[src/rtl/debounce_bank.sv]
// Multi-channel contact debouncer: per-channel synchroniser, stability counter,
// clean level with rise/fall strobes and a sticky chatter flag.
module debounce_bank #(
  parameter int                   CHANNELS       = 4,
  parameter int                   CYCLES         = 1000,
  parameter int                   SYNC_STAGES    = 2,
  parameter int                   CHATTER_CYCLES = 65535,
  parameter logic [CHANNELS-1:0]  INIT           = {CHANNELS{1'b0}}
) (
  input  logic                aclk,
  input  logic                reset,
  input  logic [CHANNELS-1:0] in,
  input  logic [CHANNELS-1:0] chatter_clr,
  output logic [CHANNELS-1:0] out,
  output logic [CHANNELS-1:0] rise,
  output logic [CHANNELS-1:0] fall,
  output logic [CHANNELS-1:0] settling,
  output logic [CHANNELS-1:0] chatter
);

  localparam int RW = $clog2(CYCLES + 1);
  localparam int AW = $clog2(CHATTER_CYCLES + 1);

  localparam logic          ST_STABLE   = 1'b0;
  localparam logic          ST_SETTLING = 1'b1;
  localparam logic [RW-1:0] RUN_LAST    = RW'(CYCLES - 1);
  localparam logic [AW-1:0] AGE_MAX     = AW'(CHATTER_CYCLES);

  for (genvar g = 0; g < CHANNELS; g++) begin : g_ch
    logic [SYNC_STAGES-1:0] sync_r;
    logic                   s_d_r;
    logic                   state_r;
    logic [RW-1:0]          run_r;
    logic [AW-1:0]          age_r;
    logic                   out_r;
    logic                   rise_r;
    logic                   fall_r;
    logic                   chatter_r;
    logic                   s_s;
    logic [AW-1:0]          age_inc_s;
    logic                   age_hit_s;

    assign s_s = sync_r[SYNC_STAGES-1];

    // Saturating age step; the hit fires only on the clock the limit is reached
    always_comb begin
      age_inc_s = age_r;
      age_hit_s = 1'b0;
      if (age_r == AGE_MAX) begin
        age_inc_s = age_r;
        age_hit_s = 1'b0;
      end else begin
        age_inc_s = age_r + AW'(1);
        age_hit_s = (age_inc_s == AGE_MAX);
      end
    end

    // Input synchroniser and one-clock delayed copy of its output
    always_ff @(posedge aclk or posedge reset) begin
      if (reset) begin
        sync_r <= {SYNC_STAGES{INIT[g]}};
        s_d_r  <= INIT[g];
      end else begin
        sync_r <= {sync_r[SYNC_STAGES-2:0], in[g]};
        s_d_r  <= s_s;
      end
    end

    // Stability FSM, accepted level, strobes and chatter flag
    always_ff @(posedge aclk or posedge reset) begin
      if (reset) begin
        state_r   <= ST_STABLE;
        run_r     <= {RW{1'b0}};
        age_r     <= {AW{1'b0}};
        out_r     <= INIT[g];
        rise_r    <= 1'b0;
        fall_r    <= 1'b0;
        chatter_r <= 1'b0;
      end else begin
        rise_r <= 1'b0;
        fall_r <= 1'b0;
        case (state_r)
          ST_STABLE: begin
            if (s_s != out_r) begin
              state_r <= ST_SETTLING;
              run_r   <= RW'(1);
              age_r   <= AW'(1);
            end
          end
          ST_SETTLING: begin
            age_r <= age_inc_s;
            if (s_s != s_d_r) begin
              run_r <= RW'(1);
            end else if (run_r == RUN_LAST) begin
              // A glitch that returned to the old level is accepted silently
              if (s_s != out_r) begin
                out_r  <= s_s;
                rise_r <= s_s;
                fall_r <= ~s_s;
              end
              state_r <= ST_STABLE;
              run_r   <= {RW{1'b0}};
              age_r   <= {AW{1'b0}};
            end else begin
              run_r <= run_r + RW'(1);
            end
            if (chatter_clr[g]) begin
              age_r <= {AW{1'b0}};
            end
          end
          default: begin
            state_r <= ST_STABLE;
            run_r   <= {RW{1'b0}};
            age_r   <= {AW{1'b0}};
          end
        endcase
        // Set has priority over a coincident clear
        if ((state_r == ST_SETTLING) && age_hit_s) begin
          chatter_r <= 1'b1;
        end else if (chatter_clr[g]) begin
          chatter_r <= 1'b0;
        end
      end
    end

    assign out[g]      = out_r;
    assign rise[g]     = rise_r;
    assign fall[g]     = fall_r;
    assign settling[g] = (state_r == ST_SETTLING);
    assign chatter[g]  = chatter_r;
  end

endmodule

[config.mk]
export PLATFORM = sky130hd
export DESIGN_NAME = debounce_bank
export DESIGN_NICKNAME = d
export VERILOG_FILES = /design/src/rtl/debounce_bank.sv
export SDC_FILE = /design/constraint.sdc
export NUM_CORES = 1
export LEC_CHECK = 0
export CORE_MARGIN = 4
export CORE_UTILIZATION = 35
export CTS_BUF_LIST = sky130_fd_sc_hd__clkbuf_8
export DETAILED_ROUTE_END_ITERATION = 7
export GPL_ROUTABILITY_DRIVEN = 1
export GPL_TIMING_DRIVEN = 1
export PLACE_DENSITY = 0.55
export SYNTH_ARGS = -nofsm -noshare
export SYNTH_HDL_FRONTEND = slang
export SYNTH_SLANG_ARGS = --single-unit
[constraint.sdc]
create_clock -name aclk -period 4.5 [get_ports aclk]
set_input_delay 0.9 -clock aclk [delete_from_list [all_inputs] [get_ports aclk]]
set_output_delay 0.9 -clock aclk [all_outputs]
set_load 0.01 [all_outputs]
---- After elaboration in Yosys (flattened, before gate mapping) ----
Cells that the tools add are included.
storage, ports and cells
  register bits ........................... 136
  input port bits ......................... 10
operators by class
  multiplexer cells ....................... 100
  reductions and logical operators ........ 12
  bitwise gates (word level) .............. 12
  $add $sub $neg .......................... 8
  eq/ne operators ......................... 24
operators with widths
  cell                   count
  $mux 16                20
  $eq 16x16->1 const B   8
  $pmux 16 s2            4
  $mux 10                12
  $pmux 10 s2            4
  $add 16x1->16 const B  4
  $mux 1                 56
  $add 10x1->10 const B  4
  $eq 10x10->1 const B   4
  $reduce_and 4->1       4
  $not 1->1              12
  $ne 1x1->1             8
  $ne 2x2->1 const B     4
  $pmux 1 s2             4
  $reduce_bool 2->1      4
  $logic_and 1x1->1      4

---- Depth between registers and ports, before layout ----
  depth after elaboration ................. 6
  depth in mapped cells ................... 8
  mapped depth without buffers ............ 7

---- Worst setup path after synthesis ----
No wires, ideal clock.
  kind .................................... register to register
  start point ............................. register g_ch[1].age_r[1]
  end point ............................... register g_ch[1].age_r[3]
  data arrival time ....................... 1.870 ns
  stages on the path, launching flop included .. 9
  setup time .............................. 0.135 ns
  period minus slack after synthesis ...... 2.005 ns
  buffers on the path ..................... 2
  setup slack ............................. 2.495 ns
  path through ............................ dfrtp_1 ha_1 nand4_2 or4_1 buf_6 buf_8 nand3_2 xor2_1 nor2_1
between the ends
  cells in the longest elaborated chain, start to end .. 6
ends and longest elaborated chain
  item                                           RTL line  source
  start: declaration                             34        logic [AW-1:0] age_r;
  start signal: assignment                       74        age_r <= {AW{1'b0}};
  start signal: assignment                       91        age_r <= age_inc_s;
  start signal: assignment                       103       age_r <= {AW{1'b0}};
  $add 16x1->16 or $eq 16x16->1 (tied branches)  53, 49
  $mux 16 *                                      49        if (age_r == AGE_MAX) begin
  $mux 16                                        94        end else if (run_r == RUN_LAST) begin
  $mux 16 *                                      92        if (s_s != s_d_r) begin
  $mux 16 *                                      107       if (chatter_clr[g]) begin
  $pmux 16 s2 *                                  82        case (state_r)
Mark *: on every way between the ends. The rest lies on a longest branch, timed or not.
A chain may end at the register's enable or synchronous reset.

---- Worst setup path in the final report ----
  start point ............................. register g_ch[0].state_r
  end point ............................... output settling[0]
RTL lines
  item                      RTL line  source
  start: declaration        32        logic state_r;
  start signal: assignment  72        state_r <= ST_STABLE;
  start signal: assignment  85        state_r <= ST_SETTLING;
  start signal: assignment  101       state_r <= ST_STABLE;
  end: declaration          17        output logic [CHANNELS-1:0] settling,
No word-level cell between the ends.

==> qor.yml <==
grt.total_usage: 0.140
grt_pass1_wl_um: 28900
cp.arrival_ps: 1580
rrSetupSlack_ps: 2050
power_density_nw_per_um2: 284
worstSkewPairLatency_ps: 440
hp-class: "flop to flop"
fin_skew_ps: 17.3
ff2ff_path_depth: 7
irDropWorstVdd_uv: 170
viasPerCell: 5.44
dieHeight_um: 159
cts_hold_buf: 0
crit_slowest_cell: "clkdlybuf4s50_1"
first_pass_iters: 4
antenna_found_initial: 0
dieArea_um2: 25100
numClockSinks: 136
ys_ff_latch: 136
drt_iter0_markers: 387
crit_required_ps: 3600
synthArstFlopShare: 1.00
drv_cap: 0
io_pins: 30
synth_edf_count: 0
fmax_mhz: 403
endpoint_kind: "output port"
hold_end: "g_ch[2].sync_r[1]"
syn_avg_cell_area_um2: 9.16
wl_per_cell_um: 14.9
syn_nets: 896
hold_viol_final: 0
max_stage_delay_ps: 610
drive_above_1_share: 0.0626
p_leak_nw: 3.56
synth-seq-area-share: 0.429
netlist_instances: 866
ys_types: 72
setup_tns_ps: 0
synthFlopType: "dfrtp_1"
grt_setup_unrepaired: "no"
grt_start_max_net_pins: 93
ant_nets: 0
area_delta_synth_final_pct: 9.63
cts_buffer_depth: 2
die-width_um: 159
final_core_util: 0.394
cts.reportedPaths.clkPinSlew_ps: 70
worst_pin_slew_ps: 1070
gp_congestion: 0.832
cp-start-kind: "flop"
cts_root_buffer: "clkbuf_8"
cts-resized-gates: 0
postCtsSetupBuffers: 0
h-tree-depth: 4
hpwl_um: 11300
rr_startpoint: "g_ch[1].run_r[0]"
status: "completed"
crit_family: "buffers and inverters"
num_antenna_cells: 0
core-area_um2: 22100
grt_pass1_vias: 5883
yosysWarnings: 0
relSlewSlack: 0.286
period_needed_ps: 2480
cts_tree: "built"
path_buf_inv: 1
io_buffers: 29
worstSetupPathType: "flop to output port"
grt_overflow_total: 0
finalNetCount: 897
fp-row-count: 54
wirelength_um: 17200
cts-buffers-inserted: 17
cp_max_fo: 12
fin_crit_sh: 0.551
hold_depth: 0
drc: 0
hold_start: "g_ch[2].sync_r[0]"
route.vias.total: 6310
maxSlewViolCount: 0
start_util: 0.359
syn_area_um2: 7940
reg2reg_to: "g_ch[1].age_r[7]"
crit_chain: "clkdlybuf4s50_1"
finalSetupViolations: 0
[per-layer routing]
layer	wire, um	up-vias	GRT usage
li1	-	3157	-
met1	8770	3052	0.198
met2	7720	89	0.215
met3	544	12	0.0323
met4	170	0	0.0418
met5	0	-	0
[cell type report]
class	count	area, um^2
sequential	136	3400
clock buffer	17	234
timing repair buffer	40	385
multi-input combinational	637	4070
fill	2208	13400
tap	280	350
clock inverter	14	121
inverter	35	135
[placed cells by master (no fill, tap or decap), drive strengths merged, types with 5 or more instances in the layout]
cell type        n
nor2b           11
o2111ai          6
nor2            54
o22a             6
or3             12
nor4             9
clkinv           7
nand4           33
inv             39
nor3            25
a21o            12
buf             11
a22o            16
and4             8
and3            24
mux2i           10
xnor2           16
o31ai            8
o211ai          11
clkdlybuf4s50   29
a31oi           12
ha              20
xor2            27
dfrtp          136
o21ai           69
nand3           53
clkbuf          17
or2              6
nand2b          18
a21oi           47
and2            16
nand2           56
a311oi           5
[logic make-up after synthesis]
family | count (synthesis) | synth area share
flip-flops | 136 | 0.429
multiplexers | 11 | 0.0140
adder cells (fa/ha/maj) | 20 | 0.0315
AO/OA/AOI/OAI | 222 | 0.182
XOR/XNOR | 43 | 0.0484
buffers and inverters | 93 | 0.0582
AND/OR/NAND/NOR | 341 | 0.237
[how the worst max path moves through the flow]
stage,startpoint,cells past startpoint,endpoint
4_1_cts,g_ch[0].state_r,1,settling[0]
3_5_place_dp,chatter_clr[3],5,g_ch[3].age_r[1]
3_3_place_gp,chatter_clr[3],5,g_ch[3].age_r[1]
5_1_grt,g_ch[1].run_r[0],7,g_ch[1].age_r[2]
6_report,g_ch[0].state_r,1,settling[0]
2_1_floorplan,reset,1,g_ch[0].age_r[0]
[power breakdown]
part	switching [mW]	total, mW	internal, mW	leakage (nW)
Clock	0.480	0.955	0.476	0.205
Combinational	0.117	0.197	0.0803	1.53
Sequential	0.0540	1.32	1.26	1.82
[stage by stage]
step                power [mW]  cells  setup slack [ps]  hold WS [ps]  cell area, um^2
finish                    2.47   1159              2020           350             8700
global route              2.61   1159              1820           359             8700
CTS                       2.52   1159              1970           356             8700
detailed placement        1.54   1128              1890           336             8340
global placement          1.54   1128              1920           333             8340
floorplan                 1.48    866              1910           331             7940
[Yosys cell counts, drive strengths merged (5+ instances only)]
| master | number | area share |
|---|---|---|
| dfrtp | 136 | 0.43 |
| o21ai | 69 | 0.044 |
| nand2 | 56 | 0.026 |
| nor2 | 54 | 0.026 |
| nand3 | 53 | 0.035 |
| a21oi | 47 | 0.030 |
| buf | 36 | 0.031 |
| inv | 35 | 0.017 |
| nand4 | 33 | 0.029 |
| xor2 | 27 | 0.030 |
| nor3 | 25 | 0.016 |
| and3 | 24 | 0.019 |
| clkbuf | 22 | 0.011 |
| ha | 20 | 0.032 |
| nand2b | 18 | 0.014 |
| a22o | 16 | 0.018 |
| and2 | 16 | 0.013 |
| xnor2 | 16 | 0.019 |
| a21o | 12 | 0.011 |
| a31oi | 12 | 0.0095 |
| or3 | 12 | 0.0095 |
| nor2b | 11 | 0.0087 |
| o211ai | 11 | 0.010 |
| mux2i | 10 | 0.013 |
| nor4 | 9 | 0.011 |
| and4 | 8 | 0.0088 |
| o31ai | 8 | 0.0076 |
| o2111ai | 6 | 0.0066 |
| o22a | 6 | 0.0066 |
| or2 | 6 | 0.0047 |
| a311oi | 5 | 0.0055 |
[registers in the layout (all words and copies together), names as in the netlist]
signal          cells
g_ch.fall_r         4
g_ch.run_r         40
g_ch.s_d_r          4
g_ch.out_r          4
g_ch.age_r         64
g_ch.state_r        4
g_ch.sync_r         8
g_ch.chatter_r      4
g_ch.rise_r         4
(Power assumes the default switching activity.)
